File: src/rtl/fpnew_dotp_accum_seq.sv
`default_nettype none
// ============================================================================
// Module   : fpnew_dotp_accum_seq (with fpnew_pkg type subset)
// Purpose  : Sequences a multi-beat reduction sum(a_i*b_i) + acc on the
//            expanding dot-product unit. One SDOTP per operand beat, each
//            beat's result fed back as the next beat's addend.
// Revision : 1.0 - initial release
// ============================================================================

package fpnew_pkg;
  typedef enum logic [2:0] {
    FP32    = 3'd0,
    FP64    = 3'd1,
    FP16    = 3'd2,
    FP8     = 3'd3,
    FP16ALT = 3'd4,
    FP8ALT  = 3'd5
  } fp_format_e;

  typedef enum logic [2:0] {
    RNE = 3'b000,
    RTZ = 3'b001,
    RDN = 3'b010,
    RUP = 3'b011,
    RMM = 3'b100,
    ROD = 3'b101,
    DYN = 3'b111
  } roundmode_e;

  typedef enum logic [3:0] {
    FMADD, FNMSUB, ADD, MUL, DIV, SQRT, SGNJ, MINMAX,
    CMP, CLASSIFY, F2F, F2I, I2F, CPKAB, CPKCD, SDOTP
  } operation_e;

  typedef struct packed {
    logic NV;
    logic DZ;
    logic OF;
    logic UF;
    logic NX;
  } status_t;
endpackage

module fpnew_dotp_accum_seq #(
  parameter int unsigned Width    = 32,
  parameter int unsigned LenWidth = 8
) (
  input  logic                        clk_i,
  input  logic                        rst_ni,
  input  logic                        flush_i,
  // command stream
  input  logic                        cmd_valid_i,
  output logic                        cmd_ready_o,
  input  logic [LenWidth-1:0]         len_i,
  input  logic [Width-1:0]            acc_init_i,
  input  fpnew_pkg::fp_format_e       src_fmt_i,
  input  fpnew_pkg::fp_format_e       dst_fmt_i,
  input  fpnew_pkg::roundmode_e       rnd_mode_i,
  // operand beat stream
  input  logic                        op_valid_i,
  output logic                        op_ready_o,
  input  logic [Width-1:0]            opa_i,
  input  logic [Width-1:0]            opb_i,
  // dot-product unit request side
  output logic [2:0][Width-1:0]       dotp_operands_o,
  output fpnew_pkg::operation_e       dotp_op_o,
  output logic                        dotp_op_mod_o,
  output fpnew_pkg::fp_format_e       dotp_src_fmt_o,
  output fpnew_pkg::fp_format_e       dotp_dst_fmt_o,
  output fpnew_pkg::roundmode_e       dotp_rnd_mode_o,
  output logic                        dotp_in_valid_o,
  input  logic                        dotp_in_ready_i,
  // dot-product unit response side
  input  logic [Width-1:0]            dotp_result_i,
  input  fpnew_pkg::status_t          dotp_status_i,
  input  logic                        dotp_out_valid_i,
  output logic                        dotp_out_ready_o,
  output logic                        dotp_flush_o,
  // final result
  output logic [Width-1:0]            result_o,
  output fpnew_pkg::status_t          status_o,
  output logic                        out_valid_o,
  input  logic                        out_ready_i,
  output logic                        busy_o
);

  typedef enum logic [1:0] {
    IDLE  = 2'd0,
    ISSUE = 2'd1,
    WAIT  = 2'd2,
    DONE  = 2'd3
  } state_e;

  state_e                state_q, state_d;
  logic [Width-1:0]      acc_q;
  logic [LenWidth-1:0]   cnt_q;
  fpnew_pkg::status_t    status_q;
  fpnew_pkg::fp_format_e src_fmt_q, dst_fmt_q;
  fpnew_pkg::roundmode_e rnd_mode_q;

  logic cmd_fire;
  logic res_fire;

  assign cmd_fire = (state_q == IDLE) && cmd_valid_i;
  assign res_fire = (state_q == WAIT) && dotp_out_valid_i;

  // Next-state and handshake decode; flush overrides every event.
  always_comb begin
    state_d          = state_q;
    cmd_ready_o      = 1'b0;
    op_ready_o       = 1'b0;
    dotp_in_valid_o  = 1'b0;
    dotp_out_ready_o = 1'b0;
    out_valid_o      = 1'b0;
    case (state_q)
      IDLE: begin
        cmd_ready_o = 1'b1;
        if (cmd_valid_i) state_d = (len_i == '0) ? DONE : ISSUE;
      end
      ISSUE: begin
        dotp_in_valid_o = op_valid_i;
        op_ready_o      = dotp_in_ready_i;
        if (op_valid_i && dotp_in_ready_i) state_d = WAIT;
      end
      WAIT: begin
        dotp_out_ready_o = 1'b1;
        if (dotp_out_valid_i) state_d = (cnt_q == LenWidth'(1)) ? DONE : ISSUE;
      end
      DONE: begin
        out_valid_o = 1'b1;
        if (out_ready_i) state_d = IDLE;
      end
      default: state_d = IDLE;
    endcase
    if (flush_i) begin
      state_d         = IDLE;
      out_valid_o     = 1'b0;
      dotp_in_valid_o = 1'b0;
      op_ready_o      = 1'b0;
    end
  end

  // State register, accumulator, beat counter, sticky flags and latched command fields.
  always_ff @(posedge clk_i or negedge rst_ni) begin
    if (!rst_ni) begin
      state_q    <= IDLE;
      acc_q      <= '0;
      cnt_q      <= '0;
      status_q   <= '0;
      src_fmt_q  <= fpnew_pkg::FP32;
      dst_fmt_q  <= fpnew_pkg::FP32;
      rnd_mode_q <= fpnew_pkg::RNE;
    end else if (flush_i) begin
      state_q  <= IDLE;
      acc_q    <= '0;
      cnt_q    <= '0;
      status_q <= '0;
    end else begin
      state_q <= state_d;
      if (cmd_fire) begin
        acc_q      <= acc_init_i;
        cnt_q      <= len_i;
        status_q   <= '0;
        src_fmt_q  <= src_fmt_i;
        dst_fmt_q  <= dst_fmt_i;
        rnd_mode_q <= rnd_mode_i;
      end
      if (res_fire) begin
        acc_q    <= dotp_result_i;
        status_q <= status_q | dotp_status_i;
        cnt_q    <= cnt_q - LenWidth'(1);
      end
    end
  end

  // The running accumulator is always operand 2; multiplicands pass straight through.
  assign dotp_operands_o = {acc_q, opb_i, opa_i};
  assign dotp_op_o       = fpnew_pkg::SDOTP;
  assign dotp_op_mod_o   = 1'b0;
  assign dotp_src_fmt_o  = src_fmt_q;
  assign dotp_dst_fmt_o  = dst_fmt_q;
  assign dotp_rnd_mode_o = rnd_mode_q;
  assign dotp_flush_o    = flush_i;

  assign result_o = (state_q == DONE) ? acc_q : '0;
  assign status_o = (state_q == DONE) ? status_q : '0;
  assign busy_o   = (state_q != IDLE);

endmodule

`default_nettype wire

File: config.mk
export PLATFORM = sky130hd
export DESIGN_NAME = fpnew_dotp_accum_seq
export DESIGN_NICKNAME = d
export VERILOG_FILES = /design/src/rtl/fpnew_dotp_accum_seq.sv
export SDC_FILE = /design/constraint.sdc
export NUM_CORES = 1
export LEC_CHECK = 0
export ABC_AREA = 1
export CAP_MARGIN = 20
export CORE_AREA = 2 2 122 124
export DETAILED_ROUTE_END_ITERATION = 6
export DIE_AREA = 0 0 124 126
export GPL_TIMING_DRIVEN = 0
export MAX_ROUTING_LAYER = met4
export PLACE_DENSITY = 0.68
export REMOVE_ABC_BUFFERS = 1
export SLEW_MARGIN = 20
export SYNTH_ARGS = -nofsm -noshare
export SYNTH_HDL_FRONTEND = slang
export SYNTH_SLANG_ARGS = --single-unit
File: constraint.sdc
create_clock -name clk_i -period 4.07 [get_ports clk_i]
set_input_delay 0.814 -clock clk_i [delete_from_list [all_inputs] [get_ports clk_i]]
set_output_delay 0.814 -clock clk_i [all_outputs]
set_load 0.05 [all_outputs]
==> flow_summary.ini, run 1 <==
[grt]
grt.total_usage = 0.198
grt_max_degree = 38
grt_pass1_vias = 3380
grt.overflow.total = 0
grt_pass1_wl_um = 22000
antenna_found_initial = 0

[clocking]
path_clk_slew_ns = 0.07
cts.sinks = 56
cts-buffers-inserted = 5
cts_tree = done
cts_setup_buffers = 0
cts_root_buffer = clkbuf_16
clkLatencyLatePin_ns = 0.29
hold_buffers = 0
cts.path.max_buffers = 2
cts_resized = 0
h-tree-depth = 2

[timing]
setup-violations-final = 0
skew_ns = 0.00419
min_period_ns = 3.04
slew_headroom = 0.479
hold_ws_ns = 0.420
fin_setup_tns_ns = 0
rsz0062_at_grt = no
fmax_mhz = 329
post-route-period-util = 0.747
tightest_slew_ns = 0.781
drv_slew = 0
finalHoldViolations = 0

[yosys]
ys_types = 24
syn-cell-area_sq_um = 3740
synth_top_family_by_area = simple AND/OR/NAND/NOR gates
synthMuxAreaShare = 0
yosysSeqAreaShare = 0.374
syn_inst = 546
yosys_register_bits = 56
synthAdderAreaFrac = 0.00668
synthSimpleGateAreaFrac = 0.300
synth_warnings = 0
synth_xor_area_frac = 0
syn_avg_cell_area_sq_um = 6.86
synth_compound_gate_area_share = 0.0822

[worst_setup_path]
worst-r2r-cell-count = 7
critPathKind = primary input to output pin
crit_arrival_ns = 2.23
r2r_start = state_q[0]$_DFFE_PN0P_
cp-end-kind = output pin
critPathMaxFanout = 2
cp-start-kind = primary input
cp.required_ns = 3.26
startpoint = op_valid_i

[detailed_routing]
vias = 3684
wire_per_inst_um = 18.2
ant_nets = 0
drt-initial-drc-count = 158
drc = 0
avgViaCountPerCell = 4.42
routed_wl_um = 15200
first_pass_iters = 4

[job]
cap_violations = 0

[cells_and_area]
final_util = 0.375
n_antenna_cell = 0
fin_nets = 809
syn_to_final_growth_pct = 43.4
final_cell_mix = nand2_1, clkdlybuf4s50_1, nor2_1, inv_1, dfrtp_1
fin_cells = 834
mostFrequentLayoutCell = nand2_1
layout-drive-gt1-share = 0.0538

[placement]
routabilityCongestion = 0.830
dp_hpwl_um = 11900
portBuffers = 178
dp_cells = 826

[floorplan]
coreArea_sq_um = 14300
die_y_um = 126
die_w_um = 124
placementRows = 44
dieArea_sq_um = 15600
start_util = 0.262
io_pins = 312

[outcome]
status = finished clean

[power]
ir_worst_vdd_mv = 0.170
powerDensity_nw_per_um2 = 456
power.leakage_nw = 2.42

[worst_hold_path]
hold_class = primary input to async pin
[critical path, stage by stage]
cell and delay, ns:
clkdlybuf4s50_1 0.47, nand2_1 0.06, nor2_1 0.08, clkdlybuf4s50_1 0.80
[flip-flops by register name, indices dropped and copies added (netlist names)]
signal           count
cnt_q                8
status_q             5
acc_q               32
dotp_rnd_mode_o      3
state_q              2
dotp_src_fmt_o       3
dotp_dst_fmt_o       3
[area by class of cell]
type,count,area (sq um)
clock buffer,7,153
clock inverter,1,30.0
fill,1506,8940
inverter,61,229
multi-input combinational,344,1480
sequential,56,1400
tap,184,230
timing repair buffer,181,1850
[synthesized netlist by cell type]
master | n | area, sq um
o21ai_2 | 10 | 87.6
buf_6 | 5 | 56.3
inv_1 | 56 | 210
buf_2 | 5 | 25.0
o21ai_0 | 14 | 70.1
clkinv_1 | 1 | 3.75
clkbuf_1 | 5 | 18.8
o21ai_1 | 24 | 120
or2_2 | 1 | 6.26
nand2_2 | 1 | 6.26
nor2_2 | 1 | 6.26
ha_1 | 2 | 25.0
nor2_1 | 57 | 214
a21oi_1 | 6 | 30.0
nand3b_1 | 1 | 7.51
nor2_4 | 2 | 22.5
conb_1 | 2 | 7.51
nand3_1 | 12 | 60.1
buf_4 | 73 | 548
nand3_2 | 1 | 10.0
dfrtp_1 | 56 | 1400
nand2_1 | 205 | 769
nand2_4 | 2 | 22.5
inv_2 | 4 | 15.0
[kinds of logic after synthesis]
family / count (synthesis)
AND/OR/NAND/NOR: 283
other: 2
adder cells (fa/ha/maj): 2
flip-flops: 56
buffers and inverters: 149
AO/OA/AOI/OAI: 54
[power by group]
part | switching, mW | internal, mW
Combinational | 0.784 | 0.396
Sequential | 0.0766 | 0.666
Clock | 0.202 | 0.325
[worst paths after layout]
| kind | to | slack (ns) |
|---|---|---|
| max in group asynchronous | dotp_rnd_mode_o[1]$_DFFE_PN0P_ | 3.15 |
| hold / removal | acc_q[19]$_DFFE_PN0P_ | 0.42 |
| setup reg to reg | cnt_q[0]$_DFFE_PN0P_ | 1.70 |
| setup / recovery | dotp_in_valid_o | 1.03 |
| min in group clk_i | dotp_dst_fmt_o[0]$_DFFE_PN0P_ | 0.49 |
| hold reg to reg | dotp_dst_fmt_o[0]$_DFFE_PN0P_ | 0.49 |
[routing by layer]
layer | vias to the layer above | track usage | share of wire
li1 | 1771 | - | -
met1 | 1658 | 0.249 | 0.43
met2 | 245 | 0.254 | 0.39
met3 | 10 | 0.149 | 0.17
met4 | 0 | 0.0370 | 0.0080
met5 | - | - | 0
[per-stage QoR]
step / power, mW / setup WS (ns) / instance area, sq um
global route: 2.61 / 0.967 / 5370
global placement: 1.92 / 0.260 / 5120
floorplan: 1.48 / 1.49 / 3110
finish: 2.45 / 1.03 / 5370
CTS: 2.49 / 1.02 / 5370
detailed placement: 1.94 / 0.820 / 5190
(Power assumes the default switching activity.)
==> run 2: changes to the inputs <==
--- a/config.mk
+++ b/config.mk
@@ -12,7 +12,7 @@
 export DIE_AREA = 0 0 124 126
 export GPL_TIMING_DRIVEN = 0
 export MAX_ROUTING_LAYER = met4
-export PLACE_DENSITY = 0.68
+export PLACE_DENSITY = 0.7
 export REMOVE_ABC_BUFFERS = 1
 export SLEW_MARGIN = 20
 export SYNTH_ARGS = -nofsm -noshare
==> constraint.sdc (replaced) <==
create_clock -name clk_i -period 2.7 [get_ports clk_i]
set_input_delay 0.54 -clock clk_i [delete_from_list [all_inputs] [get_ports clk_i]]
set_output_delay 0.54 -clock clk_i [all_outputs]
set_load 0.05 [all_outputs]
==> run 2 against run 1 <==
Utilization grew 0.30 points. Setup slack lost 0.83 ns. Worst hold slack lost 0.27 ns. Combinational power grew 52%. First-iteration DRC count shrank 11%. Final cell count is the same. Critical path depth is the same. Clock skew grew 0.00092 ns. Via count shrank 0.71%. Non-clock buffer count shrank 1. Critical endpoint unchanged. Highest routed layer unchanged.
==> flow_summary.ini, run 2 (synthesized netlist as in run 1, its figures left out) <==
[timing]
drv_slew = 0
fin_ws_ns = 0.198
skew_ns = 0.00511
slew_headroom = 0.475
tightest_slew_ns = 0.788
rsz0062_at_grt = no
min_period_ns = 2.50
post-route-period-util = 0.927
fmax_mhz = 400
finalHoldViolations = 0
setup-violations-final = 0
fin_setup_tns_ns = 0

[clocking]
cts_setup_buffers = 0
path_clk_slew_ns = 0.07
cts_root_buffer = clkbuf_16
cts.sinks = 56
h-tree-depth = 2
clkLatencyLatePin_ns = 0.29
cts-buffers-inserted = 5
cts_tree = done
cts.path.max_buffers = 2

[floorplan]
io_pins = 312
die_w_um = 124
coreArea_sq_um = 14300
start_util = 0.262
dieArea_sq_um = 15600
die_y_um = 126
placementRows = 44

[power]
ir_worst_vdd_mv = 0.277
power.leakage_nw = 3.08
powerDensity_nw_per_um2 = 660

[cells_and_area]
multi_input_area_sq_um = 1490
final_cell_mix = nand2_1, clkdlybuf4s50_1, nor2_1, inv_1, dfrtp_1
fin_nets = 809
syn_to_final_growth_pct = 44.6
ff_latch_area_sq_um = 1400
top_register = acc_q
top_regs = acc_q x32, cnt_q x8, status_q x5
nFillCells = 1513
layout-drive-gt1-share = 0.0508
largest_reg_flops = 32
mostFrequentLayoutCell = nand2_1
n_antenna_cell = 0

[worst_setup_path]
crit_end = dotp_in_valid_o
critPathKind = primary input to output pin
cp-start-kind = primary input
crit_arrival_ns = 1.96
worst-r2r-cell-count = 8
r2r_slack_ns = 0.45
startpoint = op_valid_i
r2r_start = state_q[1]$_DFFE_PN0P_
cp.required_ns = 2.16
critPathMaxFanout = 2
r2r-end = acc_q[30]$_DFFE_PN0P_
cp-end-kind = output pin

[grt]
grt_pass1_wl_um = 21300
antenna_found_initial = 0
grt.total_usage = 0.191
grt.overflow.total = 0
grt_max_degree = 39
grt_pass1_vias = 3380

[placement]
portBuffers = 178
routabilityCongestion = 0.791
dp_hpwl_um = 11500
dp_slack_ns = -0.150

[detailed_routing]
routed_wl_um = 15400
drc = 0
vias = 3658
drt-initial-drc-count = 141
avgViaCountPerCell = 4.39
first_pass_iters = 4
ant_nets = 0
wire_per_inst_um = 18.4

[job]
cap_violations = 0

[worst_hold_path]
hold_class = primary input to async pin

[outcome]
status = finished clean
run 2: worst max-delay path, stage by stage:
cell	delay (ns)
clkdlybuf4s50_1	0.48
nand2_1	0.06
nor2_1	0.08
clkdlybuf4s50_1	0.81
run 2: cell type report:
| type | instances | area share |
|---|---|---|
| timing repair buffer | 180 | 0.354 |
| multi-input combinational | 345 | 0.275 |
| sequential | 56 | 0.259 |
| inverter | 61 | 0.0423 |
| tap | 184 | 0.0425 |
| clock buffer | 8 | 0.0271 |
run 2: per-layer routing:
layer | vias up | wire (um) | track usage
met5 | - | 0 | -
met3 | 10 | 2490 | 0.149
li1 | 1769 | - | -
met1 | 1625 | 6830 | 0.245
met2 | 254 | 5870 | 0.240
met4 | 0 | 188 | 0.0264
run 2: how the worst min path moves through the flow:
stage	start	end	cells after the start
2_1_floorplan	rst_ni	acc_q[0]$_DFFE_PN0P_	0
3_3_place_gp	dotp_rnd_mode_o[0]$_DFFE_PN0P_	dotp_rnd_mode_o[0]$_DFFE_PN0P_	2
3_5_place_dp	dotp_rnd_mode_o[2]$_DFFE_PN0P_	dotp_rnd_mode_o[2]$_DFFE_PN0P_	2
4_1_cts	rst_ni	acc_q[24]$_DFFE_PN0P_	1
5_1_grt	rst_ni	status_q[2]$_DFFE_PN0P_	1
6_report	rst_ni	acc_q[24]$_DFFE_PN0P_	1
run 2: repair_timing:
action                     CTS  global route
hold buffers                 0             0
resized for setup            3            36
pin swaps                    0             1
gates cloned                 0             1
setup endpoints to repair   38            38
run 2: stage by stage:
step / util / power [mW] / cells / hold slack, ns / instance area [sq um]
after global placement: 0.358 / 2.89 / 823 / 0.463 / 5120
after global routing: 0.378 / 3.79 / 834 / 0.164 / 5410
final: 0.378 / 3.57 / 834 / 0.154 / 5410
after CTS: 0.371 / 3.61 / 833 / 0.162 / 5320
after floorplan: - / 2.22 / 461 / 0.244 / 3110
after detailed placement: 0.361 / 2.92 / 825 / 0.464 / 5170
run 2: report_power, final:
part / switching [mW] / total [mW] / internal (mW)
clock: 0.297 / 0.669 / 0.372
combinational: 1.20 / 1.79 / 0.592
sequential: 0.107 / 1.11 / 1.00
